$ cat src/rtl/stream_mux_rr.sv
// rtl/stream_mux_rr.sv - registered N-to-1 stream mux, external select or round-robin
//
// Purpose: picks one of CHANNELS valid/ready input streams and moves its word into
// a single output register. mode=0 uses sel as the channel index; mode=1 arbitrates
// round-robin starting from an internal pointer that advances past each granted channel.
//
// Ports:
//   clk        clock, rising edge
//   rst        asynchronous active-high reset
//   in_data    CHANNELS*WIDTH, channel i at [i*WIDTH +: WIDTH]
//   in_valid   per-channel valid
//   in_ready   per-channel ready (at most one bit set)
//   mode       0 = select by sel, 1 = round-robin
//   sel        channel index used in mode 0
//   out_data   registered word
//   out_chan   source channel of out_data
//   out_valid  output register holds a word
//   out_ready  consumer accepts the held word
`timescale 1ns/1ps

module stream_mux_rr #(
  parameter int WIDTH    = 8,
  parameter int CHANNELS = 4,
  parameter int SEL_W    = 2
) (
  input  logic                      clk,
  input  logic                      rst,
  input  logic [CHANNELS*WIDTH-1:0] in_data,
  input  logic [CHANNELS-1:0]       in_valid,
  output logic [CHANNELS-1:0]       in_ready,
  input  logic                      mode,
  input  logic [SEL_W-1:0]          sel,
  output logic [WIDTH-1:0]          out_data,
  output logic [SEL_W-1:0]          out_chan,
  output logic                      out_valid,
  input  logic                      out_ready
);

  logic [WIDTH-1:0] out_data_q, out_data_d;
  logic [SEL_W-1:0] out_chan_q, out_chan_d;
  logic             out_valid_q, out_valid_d;
  logic [SEL_W-1:0] ptr_q, ptr_d;

  logic             load_en;
  logic             cand_vld;
  logic [SEL_W-1:0] cand_idx;
  logic [WIDTH-1:0] cand_data;
  logic             take;

  always_comb begin
    load_en  = ~out_valid_q | out_ready;
    cand_vld = 1'b0;
    cand_idx = '0;

    if (!mode) begin
      // Non-power-of-two channel counts leave some sel codes with no channel.
      cand_idx = sel;
      cand_vld = (int'(sel) < CHANNELS);
    end else begin
      // Rotating priority as two passes: channels at or above ptr first,
      // then the wrapped-around channels below ptr.
      for (int i = 0; i < CHANNELS; i++) begin
        if (!cand_vld && in_valid[i] && (SEL_W'(i) >= ptr_q)) begin
          cand_vld = 1'b1;
          cand_idx = SEL_W'(i);
        end
      end
      for (int i = 0; i < CHANNELS; i++) begin
        if (!cand_vld && in_valid[i] && (SEL_W'(i) < ptr_q)) begin
          cand_vld = 1'b1;
          cand_idx = SEL_W'(i);
        end
      end
    end

    in_ready  = '0;
    cand_data = '0;
    for (int i = 0; i < CHANNELS; i++) begin
      if (cand_vld && (cand_idx == SEL_W'(i))) begin
        in_ready[i] = load_en & ~rst;
        cand_data   = in_data[i*WIDTH +: WIDTH];
      end
    end

    take = |(in_valid & in_ready);

    out_data_d  = out_data_q;
    out_chan_d  = out_chan_q;
    out_valid_d = out_valid_q;
    ptr_d       = ptr_q;

    if (take) begin
      out_data_d  = cand_data;
      out_chan_d  = cand_idx;
      out_valid_d = 1'b1;
      if (mode) begin
        // Explicit wrap so CHANNELS need not be a power of two.
        ptr_d = (cand_idx == SEL_W'(CHANNELS - 1)) ? '0 : cand_idx + SEL_W'(1);
      end
    end else if (out_ready) begin
      out_valid_d = 1'b0;
    end
  end

  always_ff @(posedge clk or posedge rst) begin
    if (rst) begin
      out_data_q  <= '0;
      out_chan_q  <= '0;
      out_valid_q <= 1'b0;
      ptr_q       <= '0;
    end else begin
      out_data_q  <= out_data_d;
      out_chan_q  <= out_chan_d;
      out_valid_q <= out_valid_d;
      ptr_q       <= ptr_d;
    end
  end

  assign out_data  = out_data_q;
  assign out_chan  = out_chan_q;
  assign out_valid = out_valid_q;

endmodule

$ cat config.mk
export PLATFORM = sky130hd
export DESIGN_NAME = stream_mux_rr
export DESIGN_NICKNAME = d
export VERILOG_FILES = /design/src/rtl/stream_mux_rr.sv
export SDC_FILE = /design/constraint.sdc
export NUM_CORES = 1
export LEC_CHECK = 0
export CAP_MARGIN = 20
export CORE_MARGIN = 4
export CORE_UTILIZATION = 33
export DETAILED_ROUTE_END_ITERATION = 16
export HOLD_SLACK_MARGIN = 0.12
export PLACE_DENSITY = 0.82
export SETUP_SLACK_MARGIN = 0.02
export SYNTH_ARGS = -nofsm -noshare
export SYNTH_HDL_FRONTEND = slang
export SYNTH_SLANG_ARGS = --single-unit
$ cat constraint.sdc
create_clock -name clk -period 2.2 [get_ports clk]
set_input_delay 0.44 -clock clk [delete_from_list [all_inputs] [get_ports clk]]
set_output_delay 0.44 -clock clk [all_outputs]
set_load 0.05 [all_outputs]
# Word-level counts from Yosys, hierarchy flattened
# Index checks and enable logic that the tools add are counted.
# Widths: inputs -> output; s select.
totals:
  elab_cells: 86
  out_inout_bits: 15
  reg_bits: 13
  latch_bits: 0
  n_memories: 0
  ramBits: 0
  input_bits: 42
  romBits: 0
op_classes:
  magnitude_cmp: 8
  div_mod_pow: 0
  addsub: 1
  muxes: 35
  mul: 0
  shift: 0
  n_eq_ne: 3
  n_reduce_logical: 30
  bitwise_logic: 5
op_table:
  columns: ["op", "n"]
  rows:
  - ["$mux 8", 4]
  - ["$mux 1", 23]
  - ["$logic_and 1x1->1", 19]
  - ["$mux 2", 8]
  - ["$logic_not 1->1", 7]
  - ["$and 4x4->4", 1]
  - ["$eq 2x2->1 const B", 2]
  - ["$ge 1x2->1 const A", 2]
  - ["$ge 2x2->1 const A", 2]
  - ["$lt 1x2->1 const A", 2]
  - ["$lt 2x2->1 const A", 2]
  - ["$reduce_or 4->1", 1]
  - ["$add 2x1->2 const B", 1]
  - ["$eq 2x1->1 const B", 1]
  - ["$logic_not 2->1", 1]
  - ["$not 1->1", 2]
  - ["$reduce_and 2->1", 1]
  - ["$reduce_bool 2->1", 1]
  - ["$and 1x1->1", 1]
  - ["$or 1x1->1", 1]

# Longest topological paths before layout
depth:
  word_depth: 45
  mapped_depth: 11
  mapped_depth_nobuf: 9

# Worst setup path after synthesis
# No wires, ideal clock.
synth_timing:
  path_kind: "input port to flip-flop"
  start: "in in_valid[0]"
  end: "reg out_chan_q[0] (netlist: out_chan[0])"
  cell_stages: 9
  setup_time_ns: 0.125
  arrival_ns: 2.333
  path_buffers: 1
  slack_ns: -0.257
  t_required_ns: 2.075
  path_cell_list: "nor3_1 -> a41oi_1 -> o21a_1 -> or2_2 -> ha_1 -> buf_6 -> a22o_1 -> o211ai_4 -> mux2_2"
synth_via:
  elab_chain_len: 43
  word_cells_on_any_way: 60
  cone_classes: "eq/ne (3); mux (28); bitwise (1); reduce/logical (28)"
synth_lines:
  columns: ["item", "line_no", "rtl"]
  rows:
  - ["start: declaration", "29", "input logic [CHANNELS-1:0] in_valid,"]
  - ["$logic_and 1x1->1", "63", "if (!cand_vld && in_valid[i] && (SEL_W'(i) >= ptr_q)) begin"]
  - ["$mux 1", "63", null]
  - ["$mux 1", "55", "if (!mode) begin"]
  - ["$logic_not 1->1", "63", null]
  - ["$logic_and 1x1->1 (2 in series)", "63", null]
  - ["$mux 1", "63", null]
  - ["$mux 1", "55", null]
  - ["$logic_not 1->1", "63", null]
  - ["[25 not listed]", null, null]
  - ["$logic_and 1x1->1 (2 in series)", "69", "if (!cand_vld && in_valid[i] && (SEL_W'(i) < ptr_q)) begin"]
  - ["$mux 2", "69", null]
  - ["$mux 2", "55", null]
  - ["$eq 2x1->1 (tied with other cells)", "79", "if (cand_vld && (cand_idx == SEL_W'(i))) begin"]
  - ["$logic_and 1x1->1", "79", null]
  - ["$mux 1", "79", null]
  - ["$and 4x4->4", "85", "take = |(in_valid & in_ready);"]
  - ["$reduce_or 4->1", "85", null]
  - ["end signal: assignment", "113", "out_chan_q <= out_chan_d;"]
  - ["end: declaration", "40", "logic [SEL_W-1:0] out_chan_q, out_chan_d;"]
# Parallel ways exist; a longest one is shown, timed or not. The select of a mux whose other input is x is not followed.
# A chain may end at the register's enable or synchronous reset.

# Worst setup path in the final report
layout_timing:
  start: "in in_valid[1]"
  end: "out in_ready[0]"
layout_via:
  elab_chain_len: 37
  word_cells_on_any_way: 45
  cone_classes: "mux (23); reduce/logical (22)"
layout_lines:
  columns: ["item", "line_no", "rtl"]
  rows:
  - ["$logic_and 1x1->1 (2 in series)", "63", null]
  - ["$mux 1", "63", null]
  - ["$mux 1", "55", null]
  - ["$logic_not 1->1", "63", null]
  - ["$logic_and 1x1->1 (2 in series)", "63", null]
  - ["$mux 1", "63", null]
  - ["$mux 1", "55", null]
  - ["$logic_not 1->1", "63", null]
  - ["[19 not listed]", null, null]
  - ["$logic_not 1->1", "69", null]
  - ["$logic_and 1x1->1 (2 in series)", "69", null]
  - ["$mux 2 (*)", "69", null]
  - ["$mux 2 (*)", "55", null]
  - ["via cand_idx[0]", "46", "logic [SEL_W-1:0] cand_idx;"]
  - ["$logic_not 2->1 (*)", "79", null]
  - ["$logic_and 1x1->1 (*)", "79", null]
  - ["$mux 1 (*)", "79", null]
  - ["end: declaration", "30", "output logic [CHANNELS-1:0] in_ready,"]
# The timed path passes the listed nets; every way through them passes the cells marked *. The select of a mux whose other input is x is not followed.

==> run_results.csv <==
group,metric,value,unit
worst_setup_path,crit_path_cell_trace,"clkdlybuf4s15_2, nand2b_1, a21oi_4, o41ai_4, inv_2, ha_4, buf_6, and2_4, buf_8",
placement,hpwl,2.61,mm
floorplan,core,0.00257,mm2
floorplan,die_height,61.0,um
floorplan,ioPinCount,57,
yosys,synth_top_cell_by_area,"dfrtp_1",
yosys,yosys_register_bits,13,
yosys,synth_warnings,0,
route,drc,0,
layout,insertedDiodeCount,0,
global_routing,grt_start_max_net_pins,15,
worst_setup_path,cp.required,1.76,ns
floorplan,initial_core_util,36.1,%
worst_setup_path,r2r_cells,11,
yosys,synth_most_common_cell,"nand2_1",
clocking,cts-hold-fix-buffers,0,
yosys,synth_top_family_by_area,"compound AO/OA/AOI/OAI gates",
yosys,netlist_area,926,um2
power,pwr_density_cell,1060,mW/mm2
worst_setup_path,slowest_delay,0.39,ns
global_routing,grtUsageMet2,38.0,%
global_routing,gr-usage-all-layers,21.3,%
yosys,synth_cells,102,
power,ir_drop,0.000855,V
timing,max_freq,410,MHz
placement,placed_cells,202,
worst_setup_path,cp.arrival,2.00,ns
power,p_leak,0.000845,uW
status,violations,"setup timing",
clocking,htree_levels,1,
global_routing,met3_usage,2.77,%
timing,final_max_slew_viol_count,0,
timing,setup_ws,-0.240,ns
timing,skew,0.00415,ns
timing,period_needed,2.44,ns
clocking,clkTransAtPathRegs,0.08,ns
route,ant_nets,0,
yosys,synth_fa_ha_area_share,5.41,%
yosys,ys.flop_type,"dfrtp_1",
floorplan,die_area,0.00372,mm2
route,firstDrtPassIters,4,
worst_setup_path,critPathLaunch,"in_valid[1]",
status,status,"finished with violations",
route,drt_iter0_markers,37,
yosys,synth_compound_area_share,32.8,%
layout,syn_to_final_growth,114,%
worst_setup_path,cp_max_fo,5,
layout,fin_area,0.00198,mm2
layout,nets,232,
floorplan,rows,18,
timing,worst_pin_slew,0.523,ns
placement,io_buffer_count,56,
yosys,synthXorXnorAreaFrac,0,%
worst_setup_path,rr_startpoint,"ptr_q[0]$_DFFE_PP0P_",
global_routing,antenna_found_initial,0,
job,cap_violations,0,
global_routing,grtUsageMet1,26.0,%
min_path,min_path_type,"in -> async",
clocking,cts_tree,"built",
worst_setup_path,regToRegEndpoint,"ptr_q[1]$_DFFE_PP0P_",
timing,hold_viol,0,
yosys,synth_area_per_cell,9.08,um2
yosys,synthTopCellsByCount,"nand2_1, dfrtp_1, o31ai_1",
yosys,syn-num-nets,148,
layout,drive_above_1_share,45.4,%
global_routing,grt_overflow,0,
layout,fillers,165,
worst_setup_path,crit_buf_inv,4,
global_routing,busiest_layer,"met2",
timing,whs,0.486,ns
worst_setup_path,crit_family,"buffers and inverters",
route,routed_wirelength,3.95,mm
route,avgViaCountPerCell,5.39,
global_routing,grt_pass1_wl,5.82,mm
placement,gp_congestion,0.914,
timing,setup_viol,17,
clocking,cts_root_buf,"clkbuf_4",
route,wl_per_cell,18.3,um
yosys,synth_edf_count,0,
yosys,seq_area_frac_synth,35.1,%
worst_setup_path,cp-end-kind,"output pin",
yosys,synth_mux_area_share,2.84,%
timing,rsz0062_at_grt,"true",
worst_setup_path,r2r_slack,-0.21,ns
placement,placed_area,0.00169,mm2
yosys,synth_top_area_share,35.1,%
clocking,numCtsBuffers,3,
worst_setup_path,critPathKind,"in -> out",
clocking,insertion_delay,0.28,ns
clocking,clockBufferDepth,2,
clocking,clock_sinks,13,
floorplan,die_x,61.0,um
placement,post-place-ws,-0.687,ns
yosys,synthSimpleGateAreaFrac,16.9,%
worst_setup_path,cp_slowest_cell,"o41ai_4",
layout,layoutNonFillerInstCount,215,
timing,post-route-period-util,111,%
yosys,synth_area_leaders,"dfrtp_1, o31ai_1, a221oi_1, nand2_1, ha_1",
timing,slew_headroom,65.0,%
worst_setup_path,start_kind,"input pin",
route,routed-via-count,1158,
yosys,synthArstFlopShare,100,%
global_routing,grt_pass1_vias,1215,
yosys,ys_types,29,
cells by family (layout without fill, tap and decap cells):
family,after synthesis,in the layout
and+or+nand+nor,32,32
buffers and inverters,12,95
muxes,2,2
DFF,13,13
AOI/OAI and AO/OA,39,39
adders and majority gates,4,4
area by class of cell:
type	instances	area (um2)	area share, %
timing repair buffer	84	811	41.0
clock buffer	4	26.3	1.33
sequential	13	327	16.5
inverter	7	26.3	1.33
multi-input combinational	77	752	38.0
tap	30	37.5	1.90
metal layers:
metal	vias up	wire [um]
li1	550	-
met1	562	1570
met2	40	2120
met3	6	190
met4	0	59
met5	-	0
tightest hold or removal path: stages:
cell	delay, ns
clkdlybuf4s50_1	0.40
inv_1	0.07
buf_4	0.23
repair_timing:
item	in CTS	in global routing
buffers inserted	8	1
pin swaps	17	7
resized for setup	39	28
cloned	1	0
endpoints found under the setup margin	17	17
sequential cells by signal, summed over array words and instances (netlist names):
name,cells
out_data,8
out_chan,2
ptr_q,2
out_valid,1
metrics by stage:
stage / total power [uW] / utilization [%] / setup TNS [ns]
2_1_floorplan: 1170 / - / -0.566
3_3_place_gp: 1580 / 65.9 / -9.37
3_5_place_dp: 1610 / 65.9 / -10.64
4_1_cts: 1930 / 73.2 / -3.02
5_1_grt: 2210 / 77.1 / -4.01
6_report: 2100 / 77.1 / -2.83
power by group:
group          total (uW)  switching [uW]  internal (uW)  leakage, uW
clock network         152            81.8           70.4    0.0000150
registers             461             111            350     0.000161
logic                1480             819            664     0.000669
placed cells by master, fill, tap and decap left out, types with 4 or more instances in the layout:
cell / n
nand2b_1: 4
nand2_2: 8
inv_1: 5
o22ai_1: 7
buf_6: 7
nand2_4: 4
o31ai_2: 6
buf_4: 22
clkdlybuf4s50_1: 47
dfrtp_1: 12
a221oi_1: 6
worst max-delay path by stage:
stage	end	slack, ns	cells after the start
3_5_place_dp	out_data[4]$_DFFE_PP0P_	-0.69	10
6_report	in_ready[0]	-0.24	9
5_1_grt	in_ready[0]	-0.30	9
3_3_place_gp	ptr_q[1]$_DFFE_PP0P_	-0.61	10
4_1_cts	in_ready[2]	-0.23	8
2_1_floorplan	ptr_q[1]$_DFFE_PP0P_	-0.1	10
(Power assumes the default switching activity.)
